===== src/rtl/mux81_rr.sv =====
// Eight-lane round-robin merge onto one registered ready/valid output channel.
// out_sel tags each beat with its source lane so a downstream demux can steer it back.
module mux81_rr #(
    parameter int W = 1
) (
    input  logic           clk,
    input  logic           rst,
    input  logic [8*W-1:0] in_data,
    input  logic [7:0]     in_valid,
    output logic [7:0]     in_ready,
    output logic [W-1:0]   out_data,
    output logic [2:0]     out_sel,
    output logic           out_valid,
    input  logic           out_ready
);

    logic [2:0]   ptr_reg;
    logic         out_valid_reg;
    logic [W-1:0] out_data_reg;
    logic [2:0]   out_sel_reg;

    logic         free;
    logic         do_grant;
    logic [2:0]   grant;
    logic [W-1:0] lane [8];

    genvar gi;
    generate
        for (gi = 0; gi < 8; gi++) begin : g_lane
            assign lane[gi]     = in_data[gi*W +: W];
            assign in_ready[gi] = do_grant && (grant == 3'(gi));
        end
    endgenerate

    assign free     = !out_valid_reg || out_ready;
    assign do_grant = free && (in_valid != 8'h00) && !rst;

    // Scan from the farthest offset down so the nearest valid lane past ptr wins.
    always_comb begin
        grant = ptr_reg;
        for (int k = 7; k >= 0; k--) begin
            if (in_valid[ptr_reg + 3'(k)]) begin
                grant = ptr_reg + 3'(k);
            end
        end
    end

    always_ff @(posedge clk) begin
        if (rst) begin
            ptr_reg       <= 3'd0;
            out_valid_reg <= 1'b0;
            out_data_reg  <= '0;
            out_sel_reg   <= 3'd0;
        end else if (do_grant) begin
            out_data_reg  <= lane[grant];
            out_sel_reg   <= grant;
            out_valid_reg <= 1'b1;
            ptr_reg       <= grant + 3'd1;
        end else if (free) begin
            out_valid_reg <= 1'b0;
        end
    end

    assign out_valid = out_valid_reg;
    assign out_data  = out_data_reg;
    assign out_sel   = out_sel_reg;

endmodule

===== config.mk =====
export PLATFORM = sky130hd
export DESIGN_NAME = mux81_rr
export DESIGN_NICKNAME = d
export VERILOG_FILES = /design/src/rtl/mux81_rr.sv
export SDC_FILE = /design/constraint.sdc
export NUM_CORES = 1
export LEC_CHECK = 0
export BUFFER_PORTS_ARGS = -buffer_cell sky130_fd_sc_hd__buf_2
export CAP_MARGIN = 20
export CORE_AREA = 5 5 58 60
export DETAILED_ROUTE_END_ITERATION = 6
export DIE_AREA = 0 0 63 65
export GPL_TIMING_DRIVEN = 0
export HOLD_SLACK_MARGIN = 0.15
export PLACE_DENSITY = 0.9
export SYNTH_ARGS = -nofsm -noshare
export SYNTH_HDL_FRONTEND = slang
export SYNTH_SLANG_ARGS = --single-unit

===== constraint.sdc =====
create_clock -name clk -period 8.38 [get_ports clk]
set_clock_uncertainty 0.2 [all_clocks]
set_input_delay 0 -clock clk [delete_from_list [all_inputs] [get_ports clk]]
set_output_delay 0 -clock clk [all_outputs]
set_load 0.02 [all_outputs]

**Word level (Yosys, flattened, before mapping)**

Cells that the tools add are included.
Widths: inputs -> output; s select.

- Flip-flop bits (word level): 8
- Input port bits: 19
- Output and inout bits: 13

- $add $sub $neg: 8
- Order comparisons: 9
- Equal/unequal tests: 7
- Multiplexer cells: 29
- Bitwise operators: 1
- Reduce and logical (&&, ||, !) cells: 16

Operators with widths:

| cell | count |
|---|---|
| $lt 3x4->1 const B | 8 |
| $bmux 1 s3 | 9 |
| $mux 3 | 8 |
| $add 3x3->3 const B | 4 |
| $eq 3x3->1 const B | 4 |
| $mux 1 | 12 |
| $logic_and 1x1->1 | 10 |
| $reduce_bool 8->1 | 1 |
| $add 3x1->3 const B | 2 |
| $add 3x2->3 const B | 2 |
| $eq 3x2->1 const B | 2 |
| $ge 4x4->1 const B | 1 |
| $not 3->4 | 1 |
| $eq 3x1->1 const B | 1 |
| $logic_not 3->1 | 1 |
| $logic_not 1->1 | 2 |
| $reduce_bool 2->1 | 1 |
| $logic_or 1x1->1 | 1 |

**Logic depth before layout (Yosys ltp)**

Gate-level depths: netlist of run 1.

- Depth in word-level cells: 15
- Depth in mapped cells: 14
- Mapped depth without buffers: 12

**Least setup slack after synthesis of run 1**

Ideal clock, no wire load.

- Kind: register to register
- Start: register ptr_reg[0]
- End: register ptr_reg[2]
- Library setup time: 0.126 ns
- Arrival: 3.225 ns
- Setup slack: 4.829 ns
- Stages on the path, launching flop included: 15
- Path buffers: 2
- Clock period less this slack: 3.551 ns
- Path through: dfxtp_1 buf_6 inv_1 ha_1 buf_1 mux4_2 a22o_1 o211a_1 a21oi_2 a21boi_0 o21ai_1 inv_1 ha_1 nand2_1 o31ai_1

- Longest elaborated chain between the ends: 12

RTL lines:

| item | RTL line | text |
|---|---|---|
| start, declared | 17 | `logic [2:0] ptr_reg;` |
| start signal, assigned | 58 | `ptr_reg <= grant + 3'd1;` |
| $add 3x3->3 | 42, 43 |  |
| $bmux 1 s3 | 42 | `if (in_valid[ptr_reg + 3'(k)]) begin` |
| $mux 1 (implied by the code) | 42 |  |
| $mux 3 (7 in series) | 42 |  |
| $mux 3 * | 42 |  |
| $add 3x1->3 * | 58 |  |

Mark *: on every way between the ends. The rest lies on a longest branch, timed or not. The select of a mux whose other input is x is not followed.
A chain may end at the register's enable or synchronous reset.

**Worst setup path after layout of run 1**

- Start: register ptr_reg[0]
- End: register out_data_reg, in the netlist out_data

- Longest elaborated chain between the ends: 15

RTL lines:

| item | RTL line | text |
|---|---|---|
| $add 3x3->3 | 42, 43 |  |
| $bmux 1 s3 | 42 |  |
| $mux 1 (implied by the code) | 42 |  |
| $mux 3 (7 in series) | 42 |  |
| $mux 3 * | 42 |  |
| $not 3->4 (implied by the code) * | 55 | `out_data_reg <= lane[grant];` |
| $bmux 1 s3 * | 55 |  |
| $mux 1 (implied by the code) * (2 in series) | 55 |  |
| end signal, assigned | 55 |  |
| end, declared | 19 | `logic [W-1:0] out_data_reg;` |

Marks and branches as above.

==> results.yml, run 1 <==
cts:
  clock_sinks: 8
  clock_path_buffers: 2
  cts_made_buffers: 3
  clk_pin_slew_ps: 50
  clkLatencyLatePin_ps: 250
  ctsResizeCount: 0
  cts_max_level: 1
  cts_root_buf: "clkbuf_4"
  cts_tree: "done"
run:
  maxCapViolations: 0
setup_path:
  slowest_delay_ps: 570
  rrSetupSlack_ps: 2830
  r2r_cells: 15
  cp-startpoint: "ptr_reg[0]"
  critical_path_class: "reg -> reg"
  crit_slowest_cell: "dlygate4sd3_1"
  path_max_fanout: 10
  r2r_end: "out_data"
  critical_path_required_ps: 8320
  cp.arrival_ps: 5490
  crit_chain: "buf_6 > inv_1 > ha_1 > buf_1 > mux4_2 > a22o_1 > o211a_1 > a21oi_2 > a21oi_1 > nand4b_1 > dlygate4sd3_1 > o22a_1 > dlygate4sd3_1 > a31o_1 > dlygate4sd3_1"
  cp-start-kind: "flip-flop"
  end_kind: "flip-flop"
  r2r-start: "ptr_reg[0]"
  crit_top_cell: "dlygate4sd3_1"
min_path:
  hp-class: "in -> reg"
  whs_endpoint: "out_sel[2]"
  hold_depth: 5
  min-delay-start: "in_valid[7]"
floorplanning:
  die_y_um: 65
  ioPinCount: 32
  die_area_mm2: 0.00410
  rows: 20
  die_x_um: 63
  initial_core_util_pct: 54.7
  core-area_mm2: 0.00288
placed_design:
  place_hpwl_mm: 3.39
  place_inst: 247
  gp_congestion: 0.930
  io_buffers: 31
synth:
  synth_area_mm2: 0.00157
  synth_ff_type: "dfxtp_1"
  yosys.area_share.adder_pct: 2.39
  synth_xor_area_share_pct: 1.67
  yosysSeqAreaShare_pct: 10.2
  synth_edf_count: 0
  synth-seq-cells: 8
  synth_top_family_by_area: "multiplexers"
  synth_cells: 183
  syn_nets: 205
  syn_avg_cell_area_um2: 8.59
  async_reset_ff_share_pct: 0
  synth-simple-area-share_pct: 24.3
  synth-warning-count: 0
  synth_compound_area_share_pct: 22.0
  synth_cell_type_count: 57
  synthMuxAreaShare_pct: 33.6
routing:
  drc_errors: 0
  vias_per_cell: 6.76
  routedWlPerCell_um: 18.3
  vias: 1737
  drtAntennaViolNets: 0
  firstDrtPassIters: 4
  first_iter_violations: 78
  finalWirelength_mm: 4.70
timing:
  slew_headroom_pct: 50.0
  report.final.slew_viol_count: 0
  fmaxAchievable_mhz: 180
  setup_viol: 0
  rsz0062_at_grt: "no"
  max_slew.worst_pin.slew_ps: 750
  setup_tns_ps: 0
  period_needed_ps: 5550
  timing.final.crit_share_pct: 66.3
  hold_viol: 0
run_status:
  status: "finished, final reports clean"
global_routing:
  antenna_found_initial: 0
  grt_pass1_vias: 1762
  grt_usage_pct: 23.9
  gr-total-overflow: 0
  grt_max_degree: 11
  grt_pass1_wl_mm: 8.07
cells_and_area:
  instances_no_fill: 257
  drive_gt1_share_pct: 28.1
  most-common-layout-cells: "32 x buf_2, 16 x nand2_1, 14 x nor2_1"
  diodes: 0
  fin_nets: 248
  synthToLayoutAreaGrowth_pct: 18.4
  final_common_cell: "buf_2"
power_and_ir_drop:
  power_density_mw_per_mm2: 488
  peakVddDrop_mv: 0.349
  power.leakage_nw: 0.805
layer usage:
layer  routed length, µm  up-vias  track usage (%)
li1                    -      811                -
met1                1830      816             28.5
met2                2420       88             42.6
met3                 280       22             2.60
met4                 174        0             11.4
met5                   0        -                0
critical path, delay by kind of cell (launching register included):
kind	cells	cell delay [ps]
AO/OA/AOI/OAI	6	1330
adder cells (fa/ha/maj)	1	340
buffers and inverters	6	2410
flip-flops	1	460
multiplexers	1	470
AND/OR/NAND/NOR	1	210
how the worst max path moves through the flow:
stage / slack, ps / end / depth (start not counted)
2_1_floorplan: 4830 / ptr_reg[2] / 14
3_3_place_gp: 4450 / ptr_reg[2] / 14
3_5_place_dp: 4310 / out_data / 11
4_1_cts: 2940 / out_data / 15
5_1_grt: 2600 / out_data / 15
6_report: 2830 / out_data / 15
cell usage after synthesis, types with 2 or more instances:
master | n | area share (%)
nor3_1 | 8 | 2.5
a31oi_1 | 4 | 1.6
mux2i_1 | 9 | 5.7
clkbuf_1 | 5 | 1.2
xnor2_1 | 2 | 1.1
nor2_1 | 14 | 3.3
and3_1 | 2 | 0.80
inv_1 | 11 | 2.6
dfxtp_1 | 8 | 10
nand3_1 | 8 | 2.5
a221oi_2 | 2 | 1.9
ha_1 | 3 | 2.4
mux4_2 | 10 | 14
nor2b_1 | 2 | 0.80
o211ai_1 | 3 | 1.4
a21oi_1 | 9 | 2.9
nand4_1 | 3 | 1.2
o21ai_1 | 2 | 0.64
nand2_1 | 16 | 3.8
a21o_1 | 4 | 1.9
mux2_2 | 7 | 5.0
buf_6 | 2 | 1.4
or4_1 | 2 | 0.95
nand2b_1 | 2 | 0.80
a22oi_1 | 4 | 1.9
nand4b_1 | 3 | 1.7
mux4_1 | 4 | 6.7
a22o_1 | 2 | 1.1
and2_1 | 4 | 1.6
through the flow:
step	total power [W]	hold WS [ps]	cell area (µm²)	util, %	worst slack, ps
after floorplan	0.000663	-128	1570	-	4830
after global placement	0.000797	58.2	1770	61.5	4450
after detailed placement	0.000821	63.4	1770	61.5	4310
after CTS	0.000884	189	1860	64.7	2940
after global routing	0.000981	293	1860	64.7	2600
final	0.000908	248	1860	64.7	2830
layout make-up:
cell class,instances,area (µm²)
Tap cell,33,41.3
Inverter,11,41.3
Sequential cell,8,160
Timing Repair Buffer,38,225
Fill cell,204,1020
Buffer,9,50.0
Multi-Input combinational cell,155,1320
Clock buffer,3,22.5
logic make-up after synthesis:
family / count (synthesis)
multiplexers: 32
buffers and inverters: 20
AND/OR/NAND/NOR: 71
AO/OA/AOI/OAI: 46
flip-flops: 8
XOR/XNOR: 3
adder cells (fa/ha/maj): 3
what timing repair did:
| action | in CTS | in global routing |
|---|---|---|
| hold buffers | 7 | 0 |
| buffers inserted | 0 | 0 |
| hold endpoints to repair | 8 | 0 |
report_power, final:
group / switching, W / internal, W / total (W)
Clock: 0.0000128 / 0.0000164 / 0.0000292
Sequential: 0.0000109 / 0.0000533 / 0.0000642
Combinational: 0.000469 / 0.000346 / 0.000815
Total: 0.000492 / 0.000416 / 0.000908
Power figures use the tool's default switching activity.
==> run 2: changes to the inputs <==
--- a/config.mk
+++ b/config.mk
@@ -7,12 +7,12 @@
 export LEC_CHECK = 0
 export BUFFER_PORTS_ARGS = -buffer_cell sky130_fd_sc_hd__buf_2
 export CAP_MARGIN = 20
-export CORE_AREA = 5 5 58 60
+export CORE_AREA = 5 5 59 61
 export DETAILED_ROUTE_END_ITERATION = 6
-export DIE_AREA = 0 0 63 65
+export DIE_AREA = 0 0 64 66
 export GPL_TIMING_DRIVEN = 0
 export HOLD_SLACK_MARGIN = 0.15
-export PLACE_DENSITY = 0.9
+export PLACE_DENSITY = 0.87
 export SYNTH_ARGS = -nofsm -noshare
 export SYNTH_HDL_FRONTEND = slang
 export SYNTH_SLANG_ARGS = --single-unit
==> constraint.sdc (replaced) <==
create_clock -name clk -period 5.8 [get_ports clk]
set_clock_uncertainty 0.2 [all_clocks]
set_input_delay 0 -clock clk [delete_from_list [all_inputs] [get_ports clk]]
set_output_delay 0 -clock clk [all_outputs]
set_load 0.02 [all_outputs]
==> results.yml, run 2 (synthesis results as in run 1) <==
routing:
  drc_errors: 0
  finalWirelength_mm: 4.52
  vias: 1681
  first_iter_violations: 70
  vias_per_cell: 6.54
  drtAntennaViolNets: 0
  firstDrtPassIters: 4
  routedWlPerCell_um: 17.6
setup_path:
  path_max_fanout: 10
  r2r-start: "ptr_reg[0]"
  end_kind: "flip-flop"
  crit_family: "buffers and inverters"
  crit_slowest_cell: "dlygate4sd3_1"
  critical_path_required_ps: 5760
  cp.arrival_ps: 5050
  critPathBufInv: 5
  rrSetupSlack_ps: 700
  slowest_delay_ps: 570
  r2r_cells: 14
  cp-start-kind: "flip-flop"
  crit_chain: "buf_6 > inv_1 > ha_1 > buf_1 > mux2_2 > a222oi_1 > a21o_1 > nor3_1 > a31oi_1 > nand4b_1 > dlygate4sd3_1 > o22a_1 > dlygate4sd3_1 > a31o_1"
  r2r_end: "out_data"
  critical_path_class: "reg -> reg"
  crit_top_cell: "dlygate4sd3_1"
min_path:
  min-delay-start: "in_valid[6]"
  hp-class: "in -> reg"
  whs_endpoint: "out_sel[1]"
  hold_depth: 5
timing:
  hold_viol: 0
  setup_tns_ps: 0
  report.final.slew_viol_count: 0
  period_needed_ps: 5100
  slew_headroom_pct: 57.1
  fmaxAchievable_mhz: 196
  max_slew.worst_pin.slew_ps: 643
  timing.final.crit_share_pct: 87.9
  rsz0062_at_grt: "no"
  setup_viol: 0
cts:
  clkLatencyLatePin_ps: 270
  cts_tree: "done"
  cts_root_buf: "clkbuf_4"
  clk_pin_slew_ps: 60
  ctsResizeCount: 0
  cts_max_level: 1
  cts_made_buffers: 3
  clock_sinks: 8
  clock_path_buffers: 2
floorplanning:
  die_x_um: 64
  die_area_mm2: 0.00422
  initial_core_util_pct: 53.7
  ioPinCount: 32
  core-area_mm2: 0.00293
  die_y_um: 66
  rows: 20
cells_and_area:
  final_core_util_pct: 63.6
  fin_nets: 248
  diodes: 0
  drive_gt1_share_pct: 28.1
  synthToLayoutAreaGrowth_pct: 18.4
  most-common-layout-cells: "32 x buf_2, 16 x nand2_1, 14 x nor2_1"
  final_common_cell: "buf_2"
global_routing:
  grtUsageMet2_pct: 37.4
  grt_use_met1_pct: 29.1
  grt_pass1_wl_mm: 7.67
  grt_usage_pct: 22.8
  grt_pass1_vias: 1635
  grt_use_met3_pct: 2.38
  antenna_found_initial: 0
  busiest_layer: "met2"
  gr-total-overflow: 0
  grt_max_degree: 11
placed_design:
  gp_congestion: 0.830
  place_hpwl_mm: 3.35
  io_buffers: 31
power_and_ir_drop:
  power.leakage_nw: 0.807
  peakVddDrop_mv: 0.613
  power_density_mw_per_mm2: 685
run_status:
  status: "finished, final reports clean"
run:
  maxCapViolations: 0
run 2: metal layers:
metal	wire length (µm)	part of all wire (%)
met5	0	0
met3	287	6.4
met4	191	4.2
met2	2240	50
met1	1800	40
run 2: cell type report:
class	count	area [µm²]
Tap cell	33	41.3
Fill cell	236	1070
Clock buffer	3	22.5
Buffer	9	50.0
Timing Repair Buffer	38	225
Inverter	11	41.3
Multi-Input combinational cell	155	1320
Sequential cell	8	160
run 2: stage by stage:
step                      setup slack, ps  instances  cell area [µm²]  hold WS (ps)  total power, W
after global placement               1810        247             1770          52.1         0.00115
after global routing                  460        257             1860           247         0.00139
final                                 704        257             1860           197         0.00128
after floorplan                      2250        183             1570          -128        0.000958
after CTS                             819        257             1860           159         0.00126
after detailed placement             1760        247             1770          62.9         0.00118
run 2: how the worst max path moves through the flow:
stage               slack [ps]  cells past startpoint    endpoint       start
CTS                        820                     14    out_data  ptr_reg[0]
global route               460                     14    out_data  ptr_reg[0]
finish                     700                     14    out_data  ptr_reg[0]
global placement          1810                     14  ptr_reg[2]  ptr_reg[0]
detailed placement        1760                     14  ptr_reg[2]  ptr_reg[0]
floorplan                 2250                     14  ptr_reg[2]  ptr_reg[0]
run 2: repair_timing:
action,4_1_cts,5_1_grt
hold endpoints to repair,8,0
hold buffers,7,0
setup buffers,0,0
run 2: power breakdown:
group	switching, W	leakage, nW	total [W]	internal (W)
Combinational	0.000648	0.727	0.00114	0.000490
Clock	0.0000214	0.0138	0.0000452	0.0000238
Sequential	0.0000156	0.0665	0.0000925	0.0000769
Total	0.000684	0.807	0.00128	0.000591
run 2: worst min-delay path: cells and delay by family:
family / cells / cell delay, ps
simple gates: 3 / 280
compound gates: 1 / 190
buf+inv: 1 / 150
